**src/rtl/branch_predictor.sv**
```systemverilog
`default_nettype none
// ============================================================================
//  Module      : branch_predictor
//  Description : Direct-mapped branch predictor with 2-bit saturating
//                counters and a stored branch target. The lookup path is
//                combinational from IF_PC. The update path is driven by the
//                branch resolving in EX. This module also produces the
//                mispredict flush and the redirect PC.
//                Optional macro BP_PERF_COUNTERS_EN adds branch and
//                mispredict event counters.
//  Revision    : 1.0 - initial release
// ============================================================================
module branch_predictor #(
   parameter int ENTRIES = 16
) (
   input  logic        CLK,
   input  logic        RESET,
   input  logic [31:0] IF_PC,
   output logic        PREDICT_TAKEN,
   output logic [31:0] PREDICT_TARGET,
   input  logic        EX_BRANCH_VALID,
   input  logic [31:0] EX_PC,
   input  logic [31:0] EX_TARGET,
   input  logic        EX_BRANCH_TAKEN,
   input  logic        EX_PRED_TAKEN,
   input  logic [31:0] EX_PRED_TARGET,
`ifdef BP_PERF_COUNTERS_EN
   output logic [31:0] BRANCH_COUNT,
   output logic [31:0] MISPREDICT_COUNT,
`endif
   output logic        MISPREDICT,
   output logic [31:0] REDIRECT_PC
);

   localparam int IDX_W = $clog2(ENTRIES);
   localparam int TAG_W = 30 - IDX_W;

   localparam logic [1:0] c_SNT = 2'b00;
   localparam logic [1:0] c_WNT = 2'b01;
   localparam logic [1:0] c_WT  = 2'b10;
   localparam logic [1:0] c_ST  = 2'b11;

   logic             r_valid  [ENTRIES];
   logic [TAG_W-1:0] r_tag    [ENTRIES];
   logic [31:0]      r_target [ENTRIES];
   logic [1:0]       r_ctr    [ENTRIES];

   logic [IDX_W-1:0] w_if_idx;
   logic [IDX_W-1:0] w_ex_idx;
   logic [TAG_W-1:0] w_if_tag;
   logic [TAG_W-1:0] w_ex_tag;
   logic             w_if_hit;
   logic             w_ex_hit;
   logic [1:0]       w_ctr_next;

   // The low two PC bits are never part of the index or the tag
   assign w_if_idx = IF_PC[IDX_W+1:2];
   assign w_if_tag = IF_PC[31:IDX_W+2];
   assign w_ex_idx = EX_PC[IDX_W+1:2];
   assign w_ex_tag = EX_PC[31:IDX_W+2];

   assign w_if_hit = r_valid[w_if_idx] && (r_tag[w_if_idx] == w_if_tag);
   assign w_ex_hit = r_valid[w_ex_idx] && (r_tag[w_ex_idx] == w_ex_tag);

   // Lookup reads pre-edge table contents, so there is no bypass from EX
   always_comb begin
      PREDICT_TAKEN  = w_if_hit && r_ctr[w_if_idx][1];
      PREDICT_TARGET = PREDICT_TAKEN ? r_target[w_if_idx] : (IF_PC + 32'd4);
   end

   // Mispredict and redirect depend on EX inputs only, including during reset
   always_comb begin
      MISPREDICT  = EX_BRANCH_VALID &&
                    ((EX_BRANCH_TAKEN != EX_PRED_TAKEN) ||
                     (EX_BRANCH_TAKEN && (EX_PRED_TARGET != EX_TARGET)));
      REDIRECT_PC = EX_BRANCH_TAKEN ? EX_TARGET : (EX_PC + 32'd4);
   end

   // Saturating counter step for the entry being trained
   always_comb begin
      w_ctr_next = r_ctr[w_ex_idx];
      if (EX_BRANCH_TAKEN) begin
         if (r_ctr[w_ex_idx] != c_ST) begin
            w_ctr_next = r_ctr[w_ex_idx] + 2'b01;
         end
      end else begin
         if (r_ctr[w_ex_idx] != c_SNT) begin
            w_ctr_next = r_ctr[w_ex_idx] - 2'b01;
         end
      end
   end

   // Table training; a not-taken miss leaves the table alone
   always_ff @(posedge CLK) begin
      if (!RESET) begin
         for (int i = 0; i < ENTRIES; i++) begin
            r_valid[i]  <= 1'b0;
            r_tag[i]    <= '0;
            r_target[i] <= '0;
            r_ctr[i]    <= c_WNT;
         end
      end else if (EX_BRANCH_VALID) begin
         if (w_ex_hit) begin
            r_ctr[w_ex_idx] <= w_ctr_next;
            if (EX_BRANCH_TAKEN) begin
               r_target[w_ex_idx] <= EX_TARGET;
            end
         end else if (EX_BRANCH_TAKEN) begin
            r_valid[w_ex_idx]  <= 1'b1;
            r_tag[w_ex_idx]    <= w_ex_tag;
            r_target[w_ex_idx] <= EX_TARGET;
            r_ctr[w_ex_idx]    <= c_WT;
         end
      end
   end

`ifdef BP_PERF_COUNTERS_EN
   logic [31:0] r_branch_cnt;
   logic [31:0] r_mispred_cnt;

   // Free-running event counters, wrapping naturally at 2^32
   always_ff @(posedge CLK) begin
      if (!RESET) begin
         r_branch_cnt  <= '0;
         r_mispred_cnt <= '0;
      end else begin
         if (EX_BRANCH_VALID) begin
            r_branch_cnt <= r_branch_cnt + 32'd1;
         end
         if (MISPREDICT) begin
            r_mispred_cnt <= r_mispred_cnt + 32'd1;
         end
      end
   end

   assign BRANCH_COUNT     = r_branch_cnt;
   assign MISPREDICT_COUNT = r_mispred_cnt;
`endif

endmodule
`default_nettype wire

```
**config.mk**
```make
export PLATFORM = sky130hd
export DESIGN_NAME = branch_predictor
export DESIGN_NICKNAME = d
export VERILOG_FILES = /design/src/rtl/branch_predictor.sv
export SDC_FILE = /design/constraint.sdc
export NUM_CORES = 2
export LEC_CHECK = 0
export ABC_CLOCK_PERIOD_IN_PS = 17660
export CAP_MARGIN = 10
export CORE_ASPECT_RATIO = 0.9
export CORE_UTILIZATION = 57
export DETAILED_ROUTE_END_ITERATION = 6
export HOLD_SLACK_MARGIN = 0.1
export PLACE_DENSITY = 0.75
export SYNTH_ARGS = -nofsm -noshare
export SYNTH_HDL_FRONTEND = slang
export SYNTH_SLANG_ARGS = --single-unit
export TNS_END_PERCENT = 30
```
**constraint.sdc**
```tcl
create_clock -name CLK -period 17.66 [get_ports CLK]
set_clock_uncertainty 0.2 [all_clocks]
set_input_delay 3.532 -clock CLK [delete_from_list [all_inputs] [get_ports CLK]]
set_output_delay 3.532 -clock CLK [all_outputs]
set_load 0.03 [all_outputs]
```
==> flow_metrics.py <==
metrics = {
    "logic_synthesis": {
        "post_synth_num_cell_types": 71,
        "yosysWarnings": 0,
        "netlist_instances": 3574,
        "netlist_top_cells_area": "edfxtp_1 (57%), mux4_2 (16%), and2_1 (6.0%), and3_1 (3.4%), mux2i_1 (2.3%)",
        "async_reset_ff_share_pct": 0,
        "synth_top_area_share_pct": 56.6,
        "synthesis.nets": 3712,
        "synthFlopType": "edfxtp_1",
        "synth_edf_count": 960,
        "syn_area_um2": 50900,
        "yosysSeqAreaShare_pct": 57.3,
        "post-synth-top-area-cell": "edfxtp_1",
        "synth_area_per_cell_um2": 14.2,
        "ys_ff_latch": 976,
    },
    "setup_path": {
        "crit_chain": "clkdlybuf4s50_1 > buf_4 > inv_4 > buf_4 > mux4_2 > xnor2_1 > nand4_1 > or3_1 > nor3b_4 > buf_4 > mux2_2 > clkdlybuf4s50_1",
        "r2r-start": "r_tag[3][14]$_SDFFCE_PN0P_",
        "cp-end-kind": "output pin",
        "path_max_fanout": 32,
        "crit_path_frequent_cell": "buf_4",
        "cp-start-kind": "primary input",
        "rr_endpoint": "r_tag[4][18]$_SDFFCE_PN0P_",
        "rr_worst_depth": 11,
        "crit_buf_inv": 6,
        "ff2ff_setup_slack_ns": 11.21,
        "crit_family": "buffers and inverters",
        "crit_path_top_delay_cell": "mux4_2",
        "worstPathArrival_ns": 8.75,
        "critPathKind": "primary input to output pin",
        "worst_ep_required_time_ns": 13.93,
        "max_stage_delay_ns": 0.72,
    },
    "sta": {
        "fin_setup_tns_ns": 0,
        "fmax_mhz": 80.1,
        "worst_slew_pin_slew_ns": 1.38,
        "rsz0062_at_grt": "false",
        "setup_viol": 0,
        "final_max_slew_viol_count": 0,
        "post-route-min-period_ns": 12.49,
        "slew_headroom_pct": 7.95,
        "hold_viol_final": 0,
        "final.setup.worst_slack_ns": 5.17,
        "period_share_pct": 70.7,
    },
    "finish": {
        "layout.nets": 3765,
        "drive_above_1_share_pct": 19.6,
        "syn2layout_area_growth_pct": 12.3,
    },
    "floorplan": {
        "die_x_um": 317,
        "die_h_um": 286,
        "core-area_um2": 88000,
        "initial_core_util_pct": 57.8,
        "die_area_um2": 90500,
        "io_pins": 199,
        "rows": 103,
    },
    "clock_network": {
        "cts-htree-levels": 3,
        "cts-hold-fix-buffers": 0,
        "cts_tree": "yes",
        "cts_resized": 0,
        "cts_setup_buffers": 0,
        "clock-root-buffer": "clkbuf_16",
        "clk_latency_ns": 0.69,
        "clock-sinks": 976,
        "path_clk_slew_ns": 0.06,
        "clockBufferDepth": 3,
        "cts_buffers": 102,
    },
    "grt": {
        "grt_max_degree": 104,
        "grt_pass1_wl_mm": 242,
        "grt_use_total_pct": 37.9,
        "antenna_found_initial": 16,
        "grt_overflow": 0,
        "grt_pass1_vias": 33900,
    },
    "drt": {
        "viasPerCell": 7.22,
        "drtAntennaViolNets": 0,
        "vias": 35200,
        "wl_per_cell_um": 35.2,
        "drt-total-wl_mm": 171,
        "drc": 0,
        "drt_pre_antenna_iters": 6,
        "drt-initial-drc-count": 6300,
    },
    "power_and_ir_drop": {
        "p_per_area_nw_per_um2": 97.6,
        "leakage_nw": 20.5,
        "peakVddDrop_mv": 0.0858,
    },
    "status": {
        "outcome": "finished, final reports clean",
    },
    "flow_run": {
        "maxCapViolCount": 0,
    },
    "worst_hold_path": {
        "holdPathEnd": "r_valid[15]$_DFF_P_",
        "min_path_cells": 1,
        "worstHoldStart": "r_valid[15]$_DFF_P_",
        "hold_class": "flip-flop to flip-flop",
    },
    "place": {
        "post-place-ws_ns": 5.26,
        "dp_hpwl_mm": 104,
        "portBuffers": 198,
        "gp_congestion": 1.01,
    },
}
[metrics by stage]
| step | power, W | hold WS, ns | util [%] | std cells | area, um^2 |
|---|---|---|---|---|---|
| global route | 0.00568 | 0.297 | 64.9 | 4871 | 57200 |
| CTS | 0.00554 | 0.279 | 64.9 | 4869 | 57200 |
| floorplan | 0.00314 | 0.243 | - | 3574 | 50900 |
| global placement | 0.00342 | 0.260 | 61.2 | 4678 | 53800 |
| finish | 0.00558 | 0.282 | 64.9 | 4872 | 57200 |
| detailed placement | 0.00343 | 0.265 | 61.2 | 4678 | 53800 |
[state kept, by name, summed over array words and instances (netlist names)]
register,count
r_target,512
r_ctr,32
r_tag,416
r_valid,16
[report_power, final]
part / internal, W / switching, W / total (W)
sequential: 0.00266 / 0.0000502 / 0.00272
clock: 0.00123 / 0.000937 / 0.00216
combinational: 0.000266 / 0.000433 / 0.000699
[placed cells by master (no fill, tap or decap), types with 82 or more instances in the layout]
cell type,instances
edfxtp_1,960
and2_1,489
mux4_2,355
and3_1,279
nor3_1,213
clkdlybuf4s50_1,190
nand2_1,129
mux2i_1,119
buf_4,114
clkbuf_16,102
xnor2_1,82
[synthesized netlist by cell type (28+ instances only)]
cell type / instances
nand2_1: 145
mux2_2: 38
xor2_1: 52
mux2i_1: 119
xnor2_1: 82
buf_2: 52
mux4_2: 355
o21ai_0: 71
buf_1: 28
nor2_1: 58
and3_1: 279
and2_1: 489
nand3_1: 48
clkbuf_1: 242
edfxtp_1: 960
nor3_1: 214
[cell type report]
type,count,area (um^2)
fill,6195,30900
sequential,976,29100
multi-input combinational,2206,20300
timing repair buffer,310,2840
clock buffer,132,2730
tap,1155,1450
clock inverter,59,601
inverter,31,119
antenna,3,7.51
[worst max path at each step]
stage,startpoint,endpoint,slack [ns],depth (start not counted)
after floorplan,IF_PC[2],PREDICT_TARGET[0],7.15,10
after global placement,IF_PC[2],PREDICT_TARGET[0],5.26,11
after detailed placement,IF_PC[2],PREDICT_TARGET[0],5.26,11
after CTS,IF_PC[2],PREDICT_TARGET[0],5.24,11
after global routing,IF_PC[2],PREDICT_TARGET[7],5.03,11
final,IF_PC[5],PREDICT_TARGET[0],5.17,12
[routing by layer]
layer,part of all wire [%],vias to the layer above,track usage (%)
li1,-,13900,-
met3,16,580,13.4
met1,35,17500,52.2
met4,5.2,16,17.2
met5,0.065,-,0
met2,44,3167,54.4
[logic make-up after synthesis]
logic type / after synthesis / synth area share, %
DFF: 976 / 57.3
AOI/OAI and AO/OA: 246 / 3.34
muxes: 512 / 18.9
adders and majority gates: 5 / 0.123
and+or+nand+nor: 1309 / 14.6
buffers and inverters: 392 / 3.52
xor gates and xnor gates: 134 / 2.31
(Power assumes the default switching activity.)
